$ cat config.mk
export PLATFORM = sky130hd
export DESIGN_NAME = fpu_op_issuer
export DESIGN_NICKNAME = d
export VERILOG_FILES = /design/src/rtl/fpu_pkg.sv /design/src/rtl/fpu_wd_timer.sv /design/src/rtl/fpu_op_issuer.sv
export SDC_FILE = /design/constraint.sdc
export NUM_CORES = 1
export LEC_CHECK = 0
export ABC_CLOCK_PERIOD_IN_PS = 2700
export CAP_MARGIN = 0
export CORE_AREA = 8 8 152 154
export CTS_BUF_LIST = sky130_fd_sc_hd__clkbuf_16
export DETAILED_ROUTE_END_ITERATION = 7
export DIE_AREA = 0 0 160 162
export PLACE_DENSITY_LB_ADDON = 0.25
export SYNTH_ARGS = -nofsm -noshare
export SYNTH_HDL_FRONTEND = slang
export SYNTH_SLANG_ARGS = --single-unit
$ cat constraint.sdc
create_clock -name clk -period 2.7 [get_ports clk]
set_clock_uncertainty 0.05 [all_clocks]
set_input_delay 0.675 -clock clk [delete_from_list [all_inputs] [get_ports clk]]
set_output_delay 0.675 -clock clk [all_outputs]
set_load 0.005 [all_outputs]
$ cat src/rtl/fpu_pkg.sv
// Shared definitions for the FPU issue path: operand width, opcodes, issuer state encoding.
package fpu_pkg;

    localparam int unsigned FPU_W = 64;
    localparam int unsigned OP_W  = 3;

    localparam logic [OP_W-1:0] OP_NONE = 3'd0;
    localparam logic [OP_W-1:0] OP_ADD  = 3'd1;
    localparam logic [OP_W-1:0] OP_SUB  = 3'd2;
    localparam logic [OP_W-1:0] OP_MUL  = 3'd3;
    localparam logic [OP_W-1:0] OP_DIV  = 3'd4;
    localparam logic [OP_W-1:0] OP_SQRT = 3'd5;

    typedef enum logic [1:0] {
        ST_IDLE  = 2'd0,
        ST_DRAIN = 2'd1,
        ST_WAIT  = 2'd2,
        ST_RESP  = 2'd3
    } issuer_state_e;

    function automatic logic op_is_valid(input logic [OP_W-1:0] op);
        return (op >= OP_ADD) && (op <= OP_SQRT);
    endfunction

endpackage

$ cat src/rtl/fpu_wd_timer.sv
// Watchdog for the issuer WAIT state: counts enabled cycles since the last clear and
// raises expired during the TIMEOUT_CYCLES-th enabled cycle.
module fpu_wd_timer #(
    parameter int unsigned TIMEOUT_CYCLES = 1023
) (
    input  logic clk,
    input  logic reset_n,
    input  logic clear,
    input  logic enable,
    output logic expired
);

    localparam int unsigned CNT_W  = $clog2(TIMEOUT_CYCLES + 1);
    localparam int unsigned EXP_AT = (TIMEOUT_CYCLES > 1) ? TIMEOUT_CYCLES - 2 : 0;

    logic [CNT_W-1:0] r_cnt;
    logic             r_expired;

    // expired is registered one cycle early so it is already high in the final cycle
    always_ff @(posedge clk or negedge reset_n) begin
        if (!reset_n) begin
            r_cnt     <= '0;
            r_expired <= 1'b0;
        end else if (clear) begin
            r_cnt     <= '0;
            r_expired <= (TIMEOUT_CYCLES == 1);
        end else if (enable && !r_expired) begin
            r_cnt     <= r_cnt + CNT_W'(1);
            r_expired <= (r_cnt == CNT_W'(EXP_AT));
        end
    end

    assign expired = r_expired;

endmodule

$ cat src/rtl/fpu_op_issuer.sv
// Single-outstanding command issuer in front of the FPU ALU FSM.
// Optional WAIT-state watchdog enabled by defining FPU_ISSUER_TIMEOUT_EN.
module fpu_op_issuer
    import fpu_pkg::*;
#(
    parameter int unsigned TIMEOUT_CYCLES = 1023
) (
    input  logic             clk,
    input  logic             reset_n,
    input  logic             cmd_valid,
    output logic             cmd_ready,
    input  logic [OP_W-1:0]  cmd_opcode,
    input  logic [FPU_W-1:0] cmd_a,
    input  logic [FPU_W-1:0] cmd_b,
    output logic [OP_W-1:0]  alu_opcode,
    output logic [FPU_W-1:0] alu_a,
    output logic [FPU_W-1:0] alu_b,
    input  logic [FPU_W-1:0] alu_result,
    input  logic             alu_exception,
    input  logic             alu_overflow,
    input  logic             alu_underflow,
    input  logic             alu_done,
    output logic             rsp_valid,
    input  logic             rsp_ready,
    output logic [FPU_W-1:0] rsp_result,
    output logic             rsp_exception,
    output logic             rsp_overflow,
    output logic             rsp_underflow,
    output logic             rsp_timeout
);

    issuer_state_e    r_state;
    logic [OP_W-1:0]  r_op;
    logic             r_cmd_ready;
    logic [OP_W-1:0]  r_alu_opcode;
    logic [FPU_W-1:0] r_alu_a;
    logic [FPU_W-1:0] r_alu_b;
    logic             r_rsp_valid;
    logic [FPU_W-1:0] r_rsp_result;
    logic             r_rsp_exception;
    logic             r_rsp_overflow;
    logic             r_rsp_underflow;
    logic             r_rsp_timeout;
    logic             w_tmr_expired;

`ifdef FPU_ISSUER_TIMEOUT_EN
    logic w_tmr_clear;
    logic w_tmr_enable;

    assign w_tmr_clear  = (r_state != ST_WAIT);
    assign w_tmr_enable = (r_state == ST_WAIT);

    fpu_wd_timer #(
        .TIMEOUT_CYCLES (TIMEOUT_CYCLES)
    ) u_wd_timer (
        .clk     (clk),
        .reset_n (reset_n),
        .clear   (w_tmr_clear),
        .enable  (w_tmr_enable),
        .expired (w_tmr_expired)
    );
`else
    // Constant 0 for any legal TIMEOUT_CYCLES: WAIT never gives up in this build.
    assign w_tmr_expired = (TIMEOUT_CYCLES == 0);
`endif

    always_ff @(posedge clk or negedge reset_n) begin
        if (!reset_n) begin
            r_state         <= ST_IDLE;
            r_op            <= OP_NONE;
            r_cmd_ready     <= 1'b1;
            r_alu_opcode    <= OP_NONE;
            r_alu_a         <= '0;
            r_alu_b         <= '0;
            r_rsp_valid     <= 1'b0;
            r_rsp_result    <= '0;
            r_rsp_exception <= 1'b0;
            r_rsp_overflow  <= 1'b0;
            r_rsp_underflow <= 1'b0;
            r_rsp_timeout   <= 1'b0;
        end else begin
            case (r_state)
                ST_IDLE: begin
                    if (cmd_valid && r_cmd_ready) begin
                        r_cmd_ready <= 1'b0;
                        r_op        <= cmd_opcode;
                        r_alu_a     <= cmd_a;
                        r_alu_b     <= cmd_b;
                        if (op_is_valid(cmd_opcode)) begin
                            r_state <= ST_DRAIN;
                        end else begin
                            // Illegal opcode: answer immediately, ALU never sees it
                            r_state         <= ST_RESP;
                            r_rsp_valid     <= 1'b1;
                            r_rsp_result    <= '0;
                            r_rsp_exception <= 1'b1;
                            r_rsp_overflow  <= 1'b0;
                            r_rsp_underflow <= 1'b0;
                            r_rsp_timeout   <= 1'b0;
                        end
                    end
                end
                ST_DRAIN: begin
                    // A done left over from the previous op must drop before issuing
                    if (!alu_done) begin
                        r_state      <= ST_WAIT;
                        r_alu_opcode <= r_op;
                    end
                end
                ST_WAIT: begin
                    if (alu_done) begin
                        r_state         <= ST_RESP;
                        r_alu_opcode    <= OP_NONE;
                        r_rsp_valid     <= 1'b1;
                        r_rsp_result    <= alu_result;
                        r_rsp_exception <= alu_exception;
                        r_rsp_overflow  <= alu_overflow  && (r_op == OP_MUL);
                        r_rsp_underflow <= alu_underflow && (r_op == OP_MUL);
                        r_rsp_timeout   <= 1'b0;
                    end else if (w_tmr_expired) begin
                        r_state         <= ST_RESP;
                        r_alu_opcode    <= OP_NONE;
                        r_rsp_valid     <= 1'b1;
                        r_rsp_result    <= '0;
                        r_rsp_exception <= 1'b1;
                        r_rsp_overflow  <= 1'b0;
                        r_rsp_underflow <= 1'b0;
                        r_rsp_timeout   <= 1'b1;
                    end
                end
                ST_RESP: begin
                    if (rsp_ready) begin
                        r_state     <= ST_IDLE;
                        r_rsp_valid <= 1'b0;
                        r_cmd_ready <= 1'b1;
                    end
                end
                default: begin
                    r_state <= ST_IDLE;
                end
            endcase
        end
    end

    assign cmd_ready     = r_cmd_ready;
    assign alu_opcode    = r_alu_opcode;
    assign alu_a         = r_alu_a;
    assign alu_b         = r_alu_b;
    assign rsp_valid     = r_rsp_valid;
    assign rsp_result    = r_rsp_result;
    assign rsp_exception = r_rsp_exception;
    assign rsp_overflow  = r_rsp_overflow;
    assign rsp_underflow = r_rsp_underflow;
    assign rsp_timeout   = r_rsp_timeout;

endmodule
==> results of run 1 <==
[cell families after synthesis]
logic type,share of synthesized area
AOI/OAI and AO/OA,0.08740
other,0.0004878
and+or+nand+nor,0.01384
adders and majority gates,0.008138
buffers and inverters,0.02555
DFF,0.6675
muxes,0.1971
[final cells by class]
type | instances | area (sq um) | area share
clock buffers | 23 | 575.6 | 0.04466
clock inverters | 16 | 172.7 | 0.01340
inverters | 9 | 33.78 | 0.002622
multi-input cells | 242 | 2381 | 0.1848
flip-flops and latches | 205 | 5131 | 0.3982
well taps | 275 | 344.1 | 0.02670
repair buffers | 418 | 4248 | 0.3296
[power breakdown]
group / internal (uW) / switching, uW / leakage (uW) / total (uW)
Clock: 1920 / 1210 / 0.000377 / 3130
Combinational: 3960 / 2150 / 0.00269 / 6110
Sequential: 4440 / 718 / 0.00258 / 5160
Total: 10300 / 4070 / 0.00565 / 14400
[synth_stat cells]
cell and count:
a211oi_1 1, a21boi_0 1, a21o_1 1, a21oi_1 2
a221oi_1 3, a22o_1 64, a22oi_1 2, a311oi_2 1
a31o_2 1, and2_1 1, and4b_1 1, buf_1 4
buf_2 4, buf_4 8, buf_6 2, clkbuf_1 12
conb_1 1, dfrtp_1 204, dfstp_2 1, ha_1 5
inv_1 9, mux2_2 131, mux2i_1 4, nand2_1 7
nand2b_1 1, nand3_1 1, nor2_1 9, nor2b_1 2
o21ai_0 1, o21ai_2 1, or3_1 1
[registers in the layout (all words and copies together) (netlist names)]
register	count
alu_a	64
alu_opcode	3
r_state	2
rsp_result	64
rsp_overflow	1
cmd_ready	1
rsp_exception	1
r_op	3
rsp_valid	1
rsp_underflow	1
alu_b	64
[layout by cell type, fill, tap and decap left out, types with 2 or more instances in the layout]
master,n
nor2b_1,2
clkinv_2,6
buf_4,8
mux2_2,131
a22oi_1,2
a21oi_1,2
inv_1,10
bufinv_16,4
nand2_1,7
mux2i_1,4
buf_12,8
ha_1,5
a22o_1,64
dfrtp_1,204
nor2_1,9
clkinv_1,5
clkbuf_16,23
clkdlybuf4s50_1,401
a221oi_1,3
[worst min-delay path by stage]
stage | end | slack, ns | from | cells past startpoint
floorplan | alu_a[0]$_DFFE_PN0P_ | 0.33 | reset_n | 0
global placement | alu_a[17]$_DFFE_PN0P_ | 0.44 | alu_a[17]$_DFFE_PN0P_ | 1
detailed placement | rsp_result[17]$_DFFE_PN0P_ | 0.44 | rsp_result[17]$_DFFE_PN0P_ | 1
CTS | alu_a[55]$_DFFE_PN0P_ | 0.16 | reset_n | 2
global route | alu_a[6]$_DFFE_PN0P_ | 0.16 | reset_n | 2
finish | alu_a[6]$_DFFE_PN0P_ | 0.14 | reset_n | 2
[metrics by stage]
stage	utilization	worst slack [ns]	area [sq um]	total power [uW]
floorplan	-	0.5157	7687	7491
global placement	0.5867	0.05092	12140	11270
detailed placement	0.5867	0.02190	12140	11400
CTS	0.6228	0.2985	12890	14620
global route	0.6228	0.2091	12890	15260
finish	0.6228	0.3285	12890	14390
[per-layer routing]
metal  routed length (um)  vias to the layer above  GRT usage
met5                    0                        -          0
met4                  464                        0    0.04503
met3                 2585                       34    0.07568
met2                12580                      284     0.3234
met1                 9872                     2747     0.2244
li1                     -                     2576          -
==> impl_metrics.yaml, run 1 <==
run_status:
  status: "complete, no violations"
clock_network:
  cts_tree: "done"
  cts-resized-gates: 0
  cts.clk_slew.worst_paths_ns: 0.06
  cts_root_buf: "clkbuf_16"
  numClockSinks: 205
  clock_latency_ns: 0.49
  cts-buffers-inserted: 23
  cts_setup_buffers: 0
  clock_path_buffers: 3
  htree_levels: 1
  holdBufCountCts: 0
floorplan:
  initial_core_util: 0.3716
  core_sq_mm: 0.02069
  fp.dieW_um: 160
  rows: 53
  die-area_sq_mm: 0.02592
  io_pins: 404
  die_y_um: 162
sta:
  drv_slew: 0
  slew-limit-headroom: 0.5797
  max_freq_mhz: 421.7
  hold_viol_final: 0
  grt_setup_unrepaired: "false"
  max_slew.worst_pin.slew_ns: 0.6304
  holdWs_ns: 0.1413
  min_period_ns: 2.372
  setup_viol: 0
  tns_ns: 0
  finalCritPeriodShare: 0.8783
yosys:
  synthDistinctLibCells: 31
  synth-seq-area-share: 0.6675
  synth_cells: 486
  yosys.area.top_type: "dfrtp_1"
  syn_nets: 694
  yosysTopAreaCellShare: 0.6641
  synth_area_sq_mm: 0.007687
  ys_top_cells_by_area: "dfrtp_1 66%, mux2_2 19%, a22o_1 7.3%, ha_1 0.81%, buf_4 0.78%"
  avgSynthCellArea_sq_um: 15.82
  synth_warnings: 0
  synth-seq-cells: 205
critical_path:
  r2r-end: "rsp_result[22]$_DFFE_PN0P_"
  crit_chain: "clkdlybuf4s50_1"
  path_buf_inv: 1
  endpoint: "cmd_ready"
  crit_cells: 1
  worst_path_dominant_cell_family: "flip-flops"
  critPathMaxStageDelay_ns: 0.59
  crit_start: "cmd_ready$_DFFE_PN1P_"
  critical_path_required_ns: 1.98
  worstSetupPathType: "reg2out"
  end_kind: "primary output"
  reg2reg_slack_ns: 0.37
  critPathArrivalTime_ns: 1.65
  worstRegToRegCells: 8
  start_kind: "flip-flop"
  crit_slowest_cell: "dfstp_2"
  cp_max_fo: 5
  r2r_start: "r_state[0]$_DFFE_PN0P_"
route:
  drtIter0Drc: 222
  vias_per_cell: 4.748
  antenna_left: 0
  wl_per_cell_um: 21.47
  num_vias: 5641
  wirelength_um: 25500
  drc: 0
  drt_first_pass_iters: 4
global_route:
  overflow: 0
  grtUsageTotal: 0.1909
  grt_start_max_net_pins: 95
  antenna_found_initial: 0
  first_global_vias: 6139
  grt_pass1_wl_um: 38770
power_and_ir_drop:
  p_leak_uw: 0.005652
  p_per_area_mw_per_mm2: 1117
  vdd_drop_max_mv: 0.6244
flow_run:
  maxCapViolCount: 0
finish:
  area_growth_pct: 67.63
  nFillCells: 1647
  instances_no_fill: 1188
  drive_above_1_share: 0.2048
  fin_nets: 1107
  num_antenna_cells: 0
place:
  dp_cells: 1149
  io_buffers: 402
  gp_congestion: 0.7460
  dp_hpwl_um: 19500
worst_hold_path:
  min_path_type: "in2async"
No activity file was read; power rests on OpenSTA's default activity.
==> run 2: changes to the inputs <==
==> constraint.sdc (replaced) <==
create_clock -name clk -period 2.7 [get_ports clk]
set_clock_uncertainty 0.05 [all_clocks]
set_input_delay 0.675 -clock clk [delete_from_list [all_inputs] [get_ports clk]]
set_output_delay 0.675 -clock clk [all_outputs]
set_load 0.02 [all_outputs]
==> results of run 2 <==
Same layout as run 1 (identical final DEF). Status: complete, no violations.
Among the figures that moved: setup slack after layout 0.3285 ns -> 0.2272 ns; total power 14390 uW -> 15910 uW; worst IR drop on VDD 0.6244 mV -> 0.7079 mV
==> run 3: changes to the inputs <==
ABC_AREA = 0   (was default)
==> results of run 3 <==
Same layout as run 1 (identical final DEF). Status: complete, no violations.
Among the figures that moved: setup slack after layout 0.3285 ns -> 0.2272 ns; total power 14390 uW -> 15910 uW; worst IR drop on VDD 0.6244 mV -> 0.7079 mV
